File: config.mk
export PLATFORM = sky130hd
export DESIGN_NAME = matmul_top
export DESIGN_NICKNAME = d
export VERILOG_FILES = /design/src/rtl/matmul_top.sv
export SDC_FILE = /design/constraint.sdc
export NUM_CORES = 1
export LEC_CHECK = 0
export CORE_MARGIN = 2
export CORE_UTILIZATION = 60
export CTS_CLUSTER_DIAMETER = 60
export CTS_CLUSTER_SIZE = 25
export DETAILED_ROUTE_END_ITERATION = 16
export GPL_ROUTABILITY_DRIVEN = 0
export PLACE_DENSITY = 0.9
export SLEW_MARGIN = 0
export SYNTH_ARGS = -nofsm -noshare
export SYNTH_HDL_FRONTEND = slang
export SYNTH_SLANG_ARGS = --single-unit
File: constraint.sdc
create_clock -name clk -period 15.5 [get_ports clk]
set_input_delay 3.1 -clock clk [delete_from_list [all_inputs] [get_ports clk]]
set_output_delay 3.1 -clock clk [all_outputs]
set_load 0.02 [all_outputs]
File: src/rtl/matmul_top.sv
// 2x2 signed matrix multiplier: operands captured on start, two MAC cycles, then a registered write of C with a one-cycle done pulse.
// Define MATMUL_SAT_EN to saturate the result to the ACC_W range instead of wrapping modulo 2^ACC_W.
module matmul_top #(
    parameter int DATA_W = 8,
    parameter int ACC_W  = 32
) (
    input  logic                     clk,
    input  logic                     rst,
    input  logic                     start,
    input  logic signed [DATA_W-1:0] A [2][2],
    input  logic signed [DATA_W-1:0] B [2][2],
    output logic signed [ACC_W-1:0]  C [2][2],
    output logic                     done
);

    localparam int PROD_W = 2 * DATA_W;
    localparam int SUM_W  = 2 * DATA_W + 1;
    localparam int EXT_W  = (ACC_W > SUM_W) ? ACC_W : SUM_W;

`ifdef MATMUL_SAT_EN
    localparam logic signed [EXT_W-1:0] SAT_MAX = {{(EXT_W-ACC_W+1){1'b0}}, {(ACC_W-1){1'b1}}};
    localparam logic signed [EXT_W-1:0] SAT_MIN = ~SAT_MAX;
`endif

    typedef enum logic [1:0] {IDLE, COMPUTE, DONE} state_t;

    state_t state, state_next;
    logic [1:0] k;
    logic signed [DATA_W-1:0] a_reg [2][2];
    logic signed [DATA_W-1:0] b_reg [2][2];
    logic signed [SUM_W-1:0]  acc   [2][2];
    logic signed [PROD_W-1:0] prod  [2][2];
    logic signed [EXT_W-1:0]  ext   [2][2];
    logic signed [ACC_W-1:0]  c_conv [2][2];

    always_comb begin
        state_next = state;
        case (state)
            IDLE:    if (start) state_next = COMPUTE;
            COMPUTE: if (k == 2'd2) state_next = DONE;
            DONE:    state_next = IDLE;
            default: state_next = IDLE;
        endcase
    end

    // The k=2 cycle of COMPUTE is the write-back slot; its products are discarded.
    always_comb begin
        for (int i = 0; i < 2; i++) begin
            for (int j = 0; j < 2; j++) begin
                prod[i][j] = PROD_W'(a_reg[i][k[0]]) * PROD_W'(b_reg[k[0]][j]);
            end
        end
    end

    always_comb begin
        for (int i = 0; i < 2; i++) begin
            for (int j = 0; j < 2; j++) begin
                ext[i][j] = EXT_W'(acc[i][j]);
`ifdef MATMUL_SAT_EN
                if (ext[i][j] > SAT_MAX)
                    c_conv[i][j] = SAT_MAX[ACC_W-1:0];
                else if (ext[i][j] < SAT_MIN)
                    c_conv[i][j] = SAT_MIN[ACC_W-1:0];
                else
                    c_conv[i][j] = ext[i][j][ACC_W-1:0];
`else
                c_conv[i][j] = ext[i][j][ACC_W-1:0];
`endif
            end
        end
    end

    always_ff @(posedge clk) begin
        if (rst) begin
            state <= IDLE;
            done  <= 1'b0;
            k     <= 2'd0;
            for (int i = 0; i < 2; i++) begin
                for (int j = 0; j < 2; j++) begin
                    a_reg[i][j] <= '0;
                    b_reg[i][j] <= '0;
                    acc[i][j]   <= '0;
                    C[i][j]     <= '0;
                end
            end
        end else begin
            state <= state_next;
            done  <= 1'b0;
            case (state)
                IDLE: begin
                    if (start) begin
                        k <= 2'd0;
                        for (int i = 0; i < 2; i++) begin
                            for (int j = 0; j < 2; j++) begin
                                a_reg[i][j] <= A[i][j];
                                b_reg[i][j] <= B[i][j];
                                acc[i][j]   <= '0;
                            end
                        end
                    end
                end
                COMPUTE: begin
                    if (k == 2'd2) begin
                        done <= 1'b1;
                        for (int i = 0; i < 2; i++) begin
                            for (int j = 0; j < 2; j++) begin
                                C[i][j] <= c_conv[i][j];
                            end
                        end
                    end else begin
                        k <= k + 2'd1;
                        for (int i = 0; i < 2; i++) begin
                            for (int j = 0; j < 2; j++) begin
                                acc[i][j] <= acc[i][j] + SUM_W'(prod[i][j]);
                            end
                        end
                    end
                end
                default: ;
            endcase
        end
    end

endmodule

==> impl.org <==
** Place
- Timing analysis after detailed placement gives a worst setup slack of 8.743 ns.
- During placement, the flow inserted port buffers numbering 195.
- Once placement completed, the tool counted placed cells totaling 2546.
- After legalization and detailed placement, the total HPWL measured 38.68 mm.

** Yosys
- After synthesis, the mean cell area works out to 10.12 µm².
- Library cell with the largest summed area after synthesis :: fa_1
- In the post-synthesis netlist, the biggest area contributors are fa_1, edfxtp_1, ha_1.
- Top cell type's share of synthesized area :: 0.3000
- Leading register cell type out of synthesis :: edfxtp_1
- Most common library cells after synthesis :: inv_1, fa_1, nand2_1
- Most numerous cell in the Yosys netlist :: inv_1
- Flip-flop and latch count after synthesis :: 206
- When the netlist entered floorplanning its net count stood at 2533.
- The synthesized design contains 132 enable-type register cells.
- For this run, the register share of the synthesized area comes to 0.2684.
- Total of warnings raised by yosys :: 0
- Synthesis produced a netlist whose cell count is 2005.
- Count of cell types in the netlist :: 50
- Netlist area before placement :: 0.02029 mm²
- Post-synth ARST share :: 0

** Timing
- Setup repair after global routing missed its margin :: no
- Measured slew at the worst slew-check pin :: 1.259 ns
- Slew Viols, Final :: 0
- Once routing completed, OpenROAD measured the worst setup slack at 8.653 ns.
- Tcrit/Tclk final :: 0.4417
- Final Hold Violating Endpoints :: 0
- Worst Clk Skew :: 0.01909 ns
- Headroom to the max-slew limit came out at 0.1364.
- Static timing analysis puts the maximum clock frequency at 0.1461 GHz.
- Setup TNS :: 0 ns
- Tmin final :: 6.847 ns
- Setup violations, final :: 0

** GRT
- Total track usage :: 0.2818
- Grt total ovfl :: 0
- Entering global routing, the biggest net connects 78 pins.
- The number of global-route vias before repair is 15428.
- The first global-routing pass estimated 78.58 mm of wire.
- The number of antenna violations at the first check in global routing is 2.

** Finish
- Measured on the finished design, the core utilization comes to 0.6833.
- Largest registers in the final layout :: C x68, acc x68
- The sequential cells in the finished layout cover a total of 0.005445 mm².
- From synthesis to final layout, the design area changed by 12.65%.
- FILL cells :: 2273
- Final layout net count :: 2645
- The finished layout holds 2576 standard cells, fillers aside.
- Summing all multi-input logic gate instances after layout gives 0.01298 mm².
- Of the cells placed in the final design, the portion with a size suffix greater than 1 is 0.04372.

** Worst setup path
- At the worst endpoint, the required time is 15.75 ns.
- Endpoint class of the critical path :: flip-flop
- Number of cells on the worst reg-to-reg path :: 17
- Critical R2R Capture :: acc[1][16]
- The worst setup path is launched from a flip-flop.
- Worst reg-to-reg setup slack :: 8.65 ns
- The critical path is of the reg2reg type.
- Cell mode on critical path :: fa_1
- Cell with the largest stage delay on the worst path :: nor2_1
- The worst register-to-register path begins at k[0].
- CP Max Fanout :: 34
- Critical path's largest stage delay :: 1.04 ns
- Walking the worst path, the cells encountered are buf_4, mux2i_1, nor2_1, inv_1, fa_1, inv_1, fa_1, fa_1, fa_1, fa_1, ha_1, a21o_1, a21oi_1, a211oi_1, o41ai_1, xnor2_1, nor2_1.
- Crit path arrival time :: 7.10 ns

** CTS
- Root Driver :: clkbuf_16
- After clock tree synthesis, the flow added hold-fix buffers numbering 0.
- The clock passes through at most 3 buffers.
- Clock latency on the worst-skew pair, taken at its later pin, is 0.52 ns.
- After clock tree synthesis, the clock-pin slew on the worst setup and hold paths is 0.09 ns.
- The tree built by TritonCTS fans out to 206 sinks.
- Count of instances resized after the clock tree is built :: 0
- CTS built an H-tree with a depth of 1.
- TritonCTS built the clock tree.
- Post-CTS Repair Setup Buffers :: 0
- Buffers inserted during clock tree synthesis total 17.

** Hold path
- In this run the most critical hold path is launched from C[98].
- Type of the most critical hold path :: reg2reg
- The worst hold path terminates at C[98].
- Worst Hold Path Cells :: 2

** Routing
- DR DRC count :: 0
- The detailed router finished its first iteration with 1353 violations.
- Detailed routing inserted a total of 14507 vias.
- The final layout contains routed wiring with a total length of 48.25 mm.
- In the routed layout, each cell is associated on average with a via count of 5.632.
- Antenna viol nets, final :: 0
- DR pass1 iterations :: 8
- WL/cell :: 18.73 µm

** Floorplan
- Starting Density :: 0.6066
- In this run the vertical extent of the chip is 187.9 µm.
- Number of core rows :: 67
- I/O pin count :: 196
- The floorplan step defined a die boundary enclosing 0.03530 mm².
- Floorplan die width :: 187.9 µm
- Core Footprint :: 0.03345 mm²

** Pwr
- Maximum resistive drop on vdd :: 0.09016 mV
- Share of power burned in combinational logic :: 0.654
- Of the total power, the share spent switching nets is 0.4592.
- Cell internal power dissipation :: 1.859 mW
- Leakage power figure :: 10.46 nW
- Dividing total power by cell area gives a power density of 150.4 mW/mm².
- Of the total power, registers draw 0.218.
- The analysis attributes to net switching a power of 1.579 mW.
- Pwr Total :: 3.438 mW
- Clock network fraction of design power :: 0.128

** Job
- Max-cap violations in this run came to 0.

** Outcome
- The flow ran to the end, and the final reports show no timing, DRC or antenna violations.
[layout make-up]
cell class                      count  area share
Timing Repair Buffer              218     0.09274
Multi-Input combinational cell   1357      0.5679
Clock inverter                     11    0.005584
Antenna cell                        1   0.0001095
Sequential cell                   206      0.2383
Tap cell                          448     0.02453
Inverter                          317     0.05206
Clock buffer                       18     0.01878
[power by group through the flow]
| stage | Sequential [mW] | Combinational, mW | Clock [mW] |
|---|---|---|---|
| 6_report | 0.748 | 2.25 | 0.441 |
| 5_1_grt | 0.757 | 2.54 | 0.466 |
| 2_1_floorplan | 0.732 | 1.68 | 0 |
| 3_3_place_gp | 0.759 | 2.05 | 0 |
| 4_1_cts | 0.748 | 2.22 | 0.448 |
| 3_5_place_dp | 0.760 | 2.19 | 0 |
[layout by cell type (no fill, tap or decap), types with 19 or more instances in the layout]
| cell type | netlist | routed |
|---|---|---|
| inv_1 | 317 | 317 |
| mux2i_1 | 36 | 34 |
| dfxtp_1 | 74 | 74 |
| nand2b_1 | 21 | 20 |
| a21oi_1 | 100 | 100 |
| ha_1 | 157 | 157 |
| xor2_1 | 19 | 19 |
| o21ai_0 | 30 | 30 |
| buf_4 | 60 | 23 |
| and2_1 | 90 | 90 |
| nor2_1 | 199 | 198 |
| xnor2_1 | 53 | 53 |
| clkdlybuf4s50_1 | 0 | 194 |
| edfxtp_1 | 132 | 132 |
| fa_1 | 304 | 304 |
| mux2_2 | 24 | 24 |
| nand2_1 | 232 | 232 |
[cell families after synthesis]
kind of cell,share of synthesized area
mux,0.03108
fa+ha+maj,0.3968
buf+inv,0.09331
simple gates,0.1248
xor+xnor,0.03108
flops,0.2684
compound gates,0.05458
[per-layer routing]
metal  GRT usage  wire (µm)  share of wire  vias to the layer above
li1            -          -              -                     6456
met1      0.3673      18260           0.38                     7008
met2      0.4558      22100           0.46                      833
met3     0.05914       5272           0.11                      210
met4      0.1299       2625          0.054                        0
met5           0          0              0                        -
[worst max-delay path by stage]
stage                    from  cells past startpoint  slack [ns]    endpoint
floorplan               start                      3        7.41   acc[0][0]
global placement    flip-flop                     17        8.91  acc[1][33]
detailed placement  flip-flop                     17        8.74  acc[1][33]
CTS                 flip-flop                     17        8.71  acc[1][33]
global route        flip-flop                     17        8.15  acc[1][33]
finish                   k[0]                     17        8.65  acc[1][16]
[metrics by stage]
stage | hold slack (ns) | instance area, µm²
6_report | 0.4531 | 22850
5_1_grt | 0.4747 | 22850
4_1_cts | 0.4574 | 22850
3_5_place_dp | 0.4486 | 22290
3_3_place_gp | 0.4446 | 22290
2_1_floorplan | 0.4706 | 20290
[critical path: cells and delay by family (launching register included)]
| family | cells | cell delay (ns) |
|---|---|---|
| buf+inv | 3 | 0.63 |
| fa+ha+maj | 6 | 2.78 |
| flops | 1 | 0.32 |
| compound gates | 4 | 1.12 |
| simple gates | 2 | 1.09 |
| xor+xnor | 1 | 0.17 |
| mux | 1 | 0.43 |
(Power assumes the default switching activity.)
